## src/rtl/cpu_pkg.sv

```systemverilog
// Shared types and defaults for the accumulator CPU control path.
// Opcodes, sequencer states, bus/ALU select encodings, widths.
package cpu_pkg;

  localparam int OP_W_DEF = 4;
  localparam int TMO_DEF  = 15;
  localparam int CNT_W    = 8;

  typedef enum logic [3:0] {
    OP_NOP  = 4'h0,
    OP_LDA  = 4'h1,
    OP_STA  = 4'h2,
    OP_ADD  = 4'h3,
    OP_SUB  = 4'h4,
    OP_JMP  = 4'h5,
    OP_JZ   = 4'h6,
    OP_HALT = 4'hF
  } opcode_t;

  typedef enum logic [3:0] {
    S_F1,
    S_F2,
    S_F3,
    S_DEC,
    S_EXR,
    S_EXA,
    S_EXW,
    S_HALT,
    S_FAULT
  } state_t;

  typedef enum logic [1:0] {
    BUS_PC  = 2'd0,
    BUS_IR  = 2'd1,
    BUS_MDR = 2'd2,
    BUS_ACC = 2'd3
  } bus_sel_t;

  typedef enum logic [1:0] {
    ALU_PASS = 2'd0,
    ALU_ADD  = 2'd1,
    ALU_SUB  = 2'd2
  } alu_op_t;

endpackage

```

## src/rtl/cpu_wait_timer.sv

```systemverilog
// Memory wait-state watchdog: counts stalled cycles.
// Ports: clk, rst, clr (zero count), en (count), expired.
module cpu_wait_timer
  import cpu_pkg::*;
#(
  parameter int TMO = TMO_DEF
) (
  input  logic clk,
  input  logic rst,
  input  logic clr,
  input  logic en,
  output logic expired
);

  logic [CNT_W-1:0] cnt;

  always_ff @(posedge clk or posedge rst) begin
    if (rst) begin
      cnt <= '0;
    end else if (clr) begin
      cnt <= '0;
    end else if (en) begin
      cnt <= cnt + 1'b1;
    end
  end

  // High in the stalled cycle whose increment
  // would bring the count to TMO.
  assign expired = en &&
    (cnt == CNT_W'(TMO - 1));

endmodule

```

## src/rtl/cpu_ctrl_sequencer.sv

```systemverilog
// Fetch/decode/execute control FSM for the accumulator CPU.
// Ports: clk, rst, opcode, zero, mem_rdy in; register strobes,
// mem_rd/mem_wr, bus_sel, alu_op, halted, fault out.
module cpu_ctrl_sequencer
  import cpu_pkg::*;
#(
  parameter int OP_W = OP_W_DEF,
  parameter int TMO  = TMO_DEF
) (
  input  logic            clk,
  input  logic            rst,
  input  logic [OP_W-1:0] opcode,
  input  logic            zero,
  input  logic            mem_rdy,
  output logic            pc_inc,
  output logic            pc_load,
  output logic            mar_load,
  output logic            mdr_load,
  output logic            ir_load,
  output logic            acc_load,
  output logic            mem_rd,
  output logic            mem_wr,
  output logic [1:0]      bus_sel,
  output logic [1:0]      alu_op,
  output logic            halted,
  output logic            fault
);

  state_t state;
  state_t nxt;

  logic wait_st;
  logic tmo_en;
  logic tmo_clr;
  logic expired;

  logic op_nop, op_lda, op_sta, op_add;
  logic op_sub, op_jmp, op_jz, op_hlt;

  assign op_nop = opcode == OP_W'(OP_NOP);
  assign op_lda = opcode == OP_W'(OP_LDA);
  assign op_sta = opcode == OP_W'(OP_STA);
  assign op_add = opcode == OP_W'(OP_ADD);
  assign op_sub = opcode == OP_W'(OP_SUB);
  assign op_jmp = opcode == OP_W'(OP_JMP);
  assign op_jz  = opcode == OP_W'(OP_JZ);
  assign op_hlt = opcode == OP_W'(OP_HALT);

  assign wait_st = (state == S_F2) ||
                   (state == S_EXR) ||
                   (state == S_EXW);
  assign tmo_en  = wait_st & ~mem_rdy;
  assign tmo_clr = ~tmo_en;

  cpu_wait_timer #(
    .TMO(TMO)
  ) u_tmr (
    .clk    (clk),
    .rst    (rst),
    .clr    (tmo_clr),
    .en     (tmo_en),
    .expired(expired)
  );

  always_ff @(posedge clk or posedge rst) begin
    if (rst) begin
      state <= S_F1;
    end else begin
      state <= nxt;
    end
  end

  always_comb begin
    nxt      = state;
    pc_inc   = 1'b0;
    pc_load  = 1'b0;
    mar_load = 1'b0;
    mdr_load = 1'b0;
    ir_load  = 1'b0;
    acc_load = 1'b0;
    mem_rd   = 1'b0;
    mem_wr   = 1'b0;
    bus_sel  = BUS_PC;
    alu_op   = ALU_PASS;
    halted   = 1'b0;
    fault    = 1'b0;
    unique case (state)
      S_F1: begin
        mar_load = 1'b1;
        nxt      = S_F2;
      end
      S_F2: begin
        mem_rd = 1'b1;
        if (mem_rdy) begin
          mdr_load = 1'b1;
          pc_inc   = 1'b1;
          nxt      = S_F3;
        end else if (expired) begin
          nxt = S_FAULT;
        end
      end
      S_F3: begin
        ir_load = 1'b1;
        bus_sel = BUS_MDR;
        nxt     = S_DEC;
      end
      S_DEC: begin
        unique case (1'b1)
          op_nop: nxt = S_F1;
          op_lda, op_add, op_sub: begin
            mar_load = 1'b1;
            bus_sel  = BUS_IR;
            nxt      = S_EXR;
          end
          op_sta: begin
            mar_load = 1'b1;
            bus_sel  = BUS_IR;
            nxt      = S_EXW;
          end
          op_jmp: begin
            pc_load = 1'b1;
            bus_sel = BUS_IR;
            nxt     = S_F1;
          end
          op_jz: begin
            pc_load = zero;
            bus_sel = BUS_IR;
            nxt     = S_F1;
          end
          op_hlt: nxt = S_HALT;
          default: nxt = S_FAULT;
        endcase
      end
      S_EXR: begin
        mem_rd = 1'b1;
        if (mem_rdy) begin
          mdr_load = 1'b1;
          nxt      = S_EXA;
        end else if (expired) begin
          nxt = S_FAULT;
        end
      end
      S_EXA: begin
        acc_load = 1'b1;
        bus_sel  = BUS_MDR;
        if (op_add) begin
          alu_op = ALU_ADD;
        end else if (op_sub) begin
          alu_op = ALU_SUB;
        end
        nxt = S_F1;
      end
      S_EXW: begin
        mem_wr  = 1'b1;
        bus_sel = BUS_ACC;
        if (mem_rdy) begin
          nxt = S_F1;
        end else if (expired) begin
          nxt = S_FAULT;
        end
      end
      S_HALT:  halted = 1'b1;
      S_FAULT: fault  = 1'b1;
      default: nxt = S_FAULT;
    endcase
    // Reset is asynchronous, so strobes must
    // drop the instant it rises, not at the edge.
    if (rst) begin
      pc_inc   = 1'b0;
      pc_load  = 1'b0;
      mar_load = 1'b0;
      mdr_load = 1'b0;
      ir_load  = 1'b0;
      acc_load = 1'b0;
      mem_rd   = 1'b0;
      mem_wr   = 1'b0;
      bus_sel  = '0;
      alu_op   = '0;
      halted   = 1'b0;
      fault    = 1'b0;
    end
  end

endmodule

```

## config.mk

```make
export PLATFORM = sky130hd
export DESIGN_NAME = cpu_ctrl_sequencer
export DESIGN_NICKNAME = d
export VERILOG_FILES = /design/src/rtl/cpu_pkg.sv /design/src/rtl/cpu_wait_timer.sv /design/src/rtl/cpu_ctrl_sequencer.sv
export SDC_FILE = /design/constraint.sdc
export NUM_CORES = 1
export LEC_CHECK = 0
export CELL_PAD_IN_SITES_DETAIL_PLACEMENT = 1
export CELL_PAD_IN_SITES_GLOBAL_PLACEMENT = 2
export CORE_ASPECT_RATIO = 1.75
export CORE_MARGIN = 2
export CORE_UTILIZATION = 25
export DETAILED_ROUTE_END_ITERATION = 8
export GPL_ROUTABILITY_DRIVEN = 0
export PLACE_DENSITY_LB_ADDON = 0.12
export SYNTH_ARGS = -nofsm -noshare
export SYNTH_HDL_FRONTEND = slang
export SYNTH_SLANG_ARGS = --single-unit
export TNS_END_PERCENT = 100
```

## constraint.sdc

```tcl
create_clock -name clk -period 2 [get_ports clk]
set_input_delay 0.5 -clock clk [delete_from_list [all_inputs] [get_ports clk]]
set_output_delay 0.5 -clock clk [all_outputs]
set_load 0.05 [all_outputs]
```

==> metrics.md <==
| Metric | Value |
|---|---|
| Final setup fails | `7` |
| Final setup skew | `approximately 5.1 ps` |
| Tot GR Track Use | `0.157` |
| Num Clock Sinks | `12` |
| CP max stage cell | `or4_4` |
| DR pass1 iterations | `4` |
| Initial Util | `0.259` |
| CTS Buf Count | `3` |
| CTS Hold Buffers Added | `0` |
| Switch Pwr | `~0.00017 W` |
| Reg clk slew, reported paths | `approximately 50 ps` |
| Dpl hpwl | `2560 um` |
| Syn Area/Cell | `between 8 and 9 um2` |
| TritonCTS clock tree | `yes` |
| Commonest non-fill, non-tap cell in the layout | `buf_4` |
| Most frequent cells in the layout | `24 x buf_4, 14 x buf_12, 12 x dfrtp_1` |
| Critical Path AT | `approximately 1800 ps` |
| Slowest stage delay, CP | `between 500 and 600 ps` |
| Pwr dens | `414 nW/um2` |
| Area delta synth->final | `74.0%` |
| Initial DRC count | `10` |
| Antenna violations before repair | `0` |
| End-of-flow core utilization | `0.451` |
| Worst slew margin | `0.821` |
| Clock Latency Late Sink | `230 ps` |
| Cells after Synth | `about 120` |
| Required @ worst endpoint | `approximately 1500 ps` |
| Clock Tree Root | `clkbuf_8` |
| Rows | `29` |
| CP Cell Sequence | `buf_6 -> or2_4 -> or4_4 -> o32ai_4 -> buf_12` |
| Wire length per cell | `between 10 and 15 um` |
| Share of total power in the clock network | `0.379` |
| Clk buf depth | `2` |
| Max cap viols | `0` |
| Largest net degree at the start of global routing | `13` |
| Internal Power | `around 0.0005 W` |
| Fin. Hold Viols | `0` |
| Via count | `989` |
| Final non-filler cell total | `201` |
| H-tree depth | `1` |
| Syn nets | `125` |
| Switch share | `0.256` |
| Comb pwr share | `0.245` |
| Leakage | `between 0.6 and 0.7 nW` |
| Crit end category | `output port` |
| DIE HEIGHT | `~85 um` |
| Post-route ant nets | `0` |
| Sequential cell area fraction in the yosys report | `0.322` |
| Critical path class | `primary input to output port` |
| Final WL | `roughly 3000 um` |
| Power share of the sequential group | `0.375` |
| Failing checks | `negative setup slack` |
| Cell variety after synth | `between 40 and 50` |
| Place WS | `-660 ps` |
| Vias per std cell | `between 4 and 5` |
| Fin area | `1620 um2` |
| Worst-Margin Slew | `~260 ps` |
| Bufs and invs on worst path | `2` |
| Peak supply drop | `about 0.22 mV` |
| Status | `complete, but fails checks` |
| CP Launch Type | `primary input` |
| Fin nets | `~170` |
| Fmax | `roughly 430 MHz` |
| ANT cells | `0` |
| Count of final max-slew check failures | `0` |
| Core ar. | `around 3600 um2` |
| RSZ-0062 raised after global routing | `yes` |
| I/O pins | `22` |
| Min-delay worst type | `primary input to async pin` |
| First-pass GRT wire length | `just over 5000 um` |
| Die X | `about 50 um` |
| Minimum clock period | `roughly 2300 ps` |
| Vias in the first global route | `around 1,100` |
| # DRC | `0` |
| Die area | `4250 um2` |
| CP Max Fanout | `3` |
| Total power | `between 0.0006 and 0.0007 W` |
| Worst Slack Setup Final | `-317 ps` |
| Post-route clock period utilization | `1.16` |
| # port buffers | `21` |
| Placed Cells | `just under 200` |
| Crit path max-delay family | `simple AND/OR/NAND/NOR gates` |
| Synthesis-stage register bit count | `12` |
| Total gr overflow | `0` |
| Share of layout cells above drive strength 1 | `0.439` |
| DP Area | `~1500 um2` |
| Syn. warnings | `0` |
| Mapped cell area | `approximately 930 um2` |
[flip-flops by register name, indices dropped and copies added, names as in the netlist]
| signal | cells |
|---|---|
| u_tmr.cnt | 8 |
| state | 4 |
[repair_timing]
item / CTS / global route
pin swaps: 10 / 4
hold endpoints to repair: 0 / 0
setup endpoints to repair: 12 / 10
buffers inserted: 2 / 0
resized for setup: 28 / 2
[cells in the mapped netlist (all sizes together)]
library cell | number | area share
nand4 | 3 | 0.020
mux2i | 1 | 0.011
o21ai | 1 | 0.0054
and4b | 1 | 0.011
a21oi | 3 | 0.016
o32ai | 2 | 0.027
buf | 5 | 0.048
or3 | 2 | 0.013
a211o | 1 | 0.0094
xnor2 | 3 | 0.028
nor2 | 18 | 0.075
and4 | 1 | 0.0094
nand3b | 2 | 0.016
xor2 | 5 | 0.047
nand2b | 3 | 0.020
ha | 2 | 0.027
o311ai | 1 | 0.0094
a22oi | 1 | 0.0081
clkbuf | 6 | 0.024
o21a | 1 | 0.0081
nor4 | 2 | 0.013
nand2 | 8 | 0.032
a41oi | 1 | 0.0094
and3 | 2 | 0.013
a211oi | 2 | 0.016
nand3 | 5 | 0.027
dfrtp | 12 | 0.32
and2 | 2 | 0.013
or3b | 1 | 0.0094
or2 | 2 | 0.013
a31oi | 1 | 0.0067
inv | 4 | 0.016
a22o | 1 | 0.0094
or4 | 1 | 0.012
o211ai | 1 | 0.0081
nor3 | 7 | 0.038
nor2b | 1 | 0.0067
[cell families after synthesis]
kind of cell / count (synthesis) / share of synthesized area
xor+xnor: 8 / 0.0752
compound gates: 16 / 0.133
fa+ha+maj: 2 / 0.0268
flops: 12 / 0.322
mux: 1 / 0.0107
buf+inv: 15 / 0.0886
simple gates: 61 / 0.344
[worst reg2reg max path, stage by stage, from the launching register on]
cell and delay (ps):
dfrtp_1 390, buf_4 190, or3b_1 410, a211oi_1 280
o211ai_1 140, a31oi_1 270
[final cells by class]
cell class	instances	area, um2
timing repair buffer	47	551
tap	46	57.6
multi-input combinational	88	643
sequential	12	300
clock buffer	4	55.1
fill	403	1970
inverter	4	15.0
[power groups by stage]
stage                     Sequential [W]  Clock, W  Combinational [W]
after floorplan                 0.000255         0          0.0000892
after global placement          0.000256         0           0.000159
after detailed placement        0.000255         0           0.000161
after CTS                       0.000252  0.000265           0.000168
after global routing            0.000252  0.000277           0.000179
final                           0.000252  0.000255           0.000165
[through the flow]
| stage | hold WS, ps | setup TNS, ps |
|---|---|---|
| after floorplan | 370 | -1530 |
| after global placement | 511 | -4710 |
| after detailed placement | 517 | -4830 |
| after CTS | 275 | -1010 |
| after global routing | 318 | -1340 |
| final | 274 | -777 |
[worst paths after layout]
path | startpoint | endpoint | slack [ps] | cells past startpoint
hold / removal | rst | state[1]$_DFFE_PP0N_ | 270 | 3
setup / recovery | rst | bus_sel[0] | -320 | 5
min in group clk | u_tmr.cnt[0]$_DFF_PP0_ | u_tmr.cnt[0]$_DFF_PP0_ | 530 | 1
setup reg to reg | state[1]$_DFFE_PP0N_ | state[2]$_DFFE_PP0N_ | 220 | 5
max in group asynchronous | rst | u_tmr.cnt[4]$_DFF_PP0_ | 1570 | 3
hold reg to reg | u_tmr.cnt[0]$_DFF_PP0_ | u_tmr.cnt[0]$_DFF_PP0_ | 530 | 1
[routing by layer]
metal  share of wire  routed length [um]  GRT usage
met5               0                   0          0
met4           0.036                 108     0.0934
met2            0.62                1850      0.316
met1            0.32                 958      0.140
met3           0.027                  82     0.0125
No activity file was read; power rests on OpenSTA's default activity.
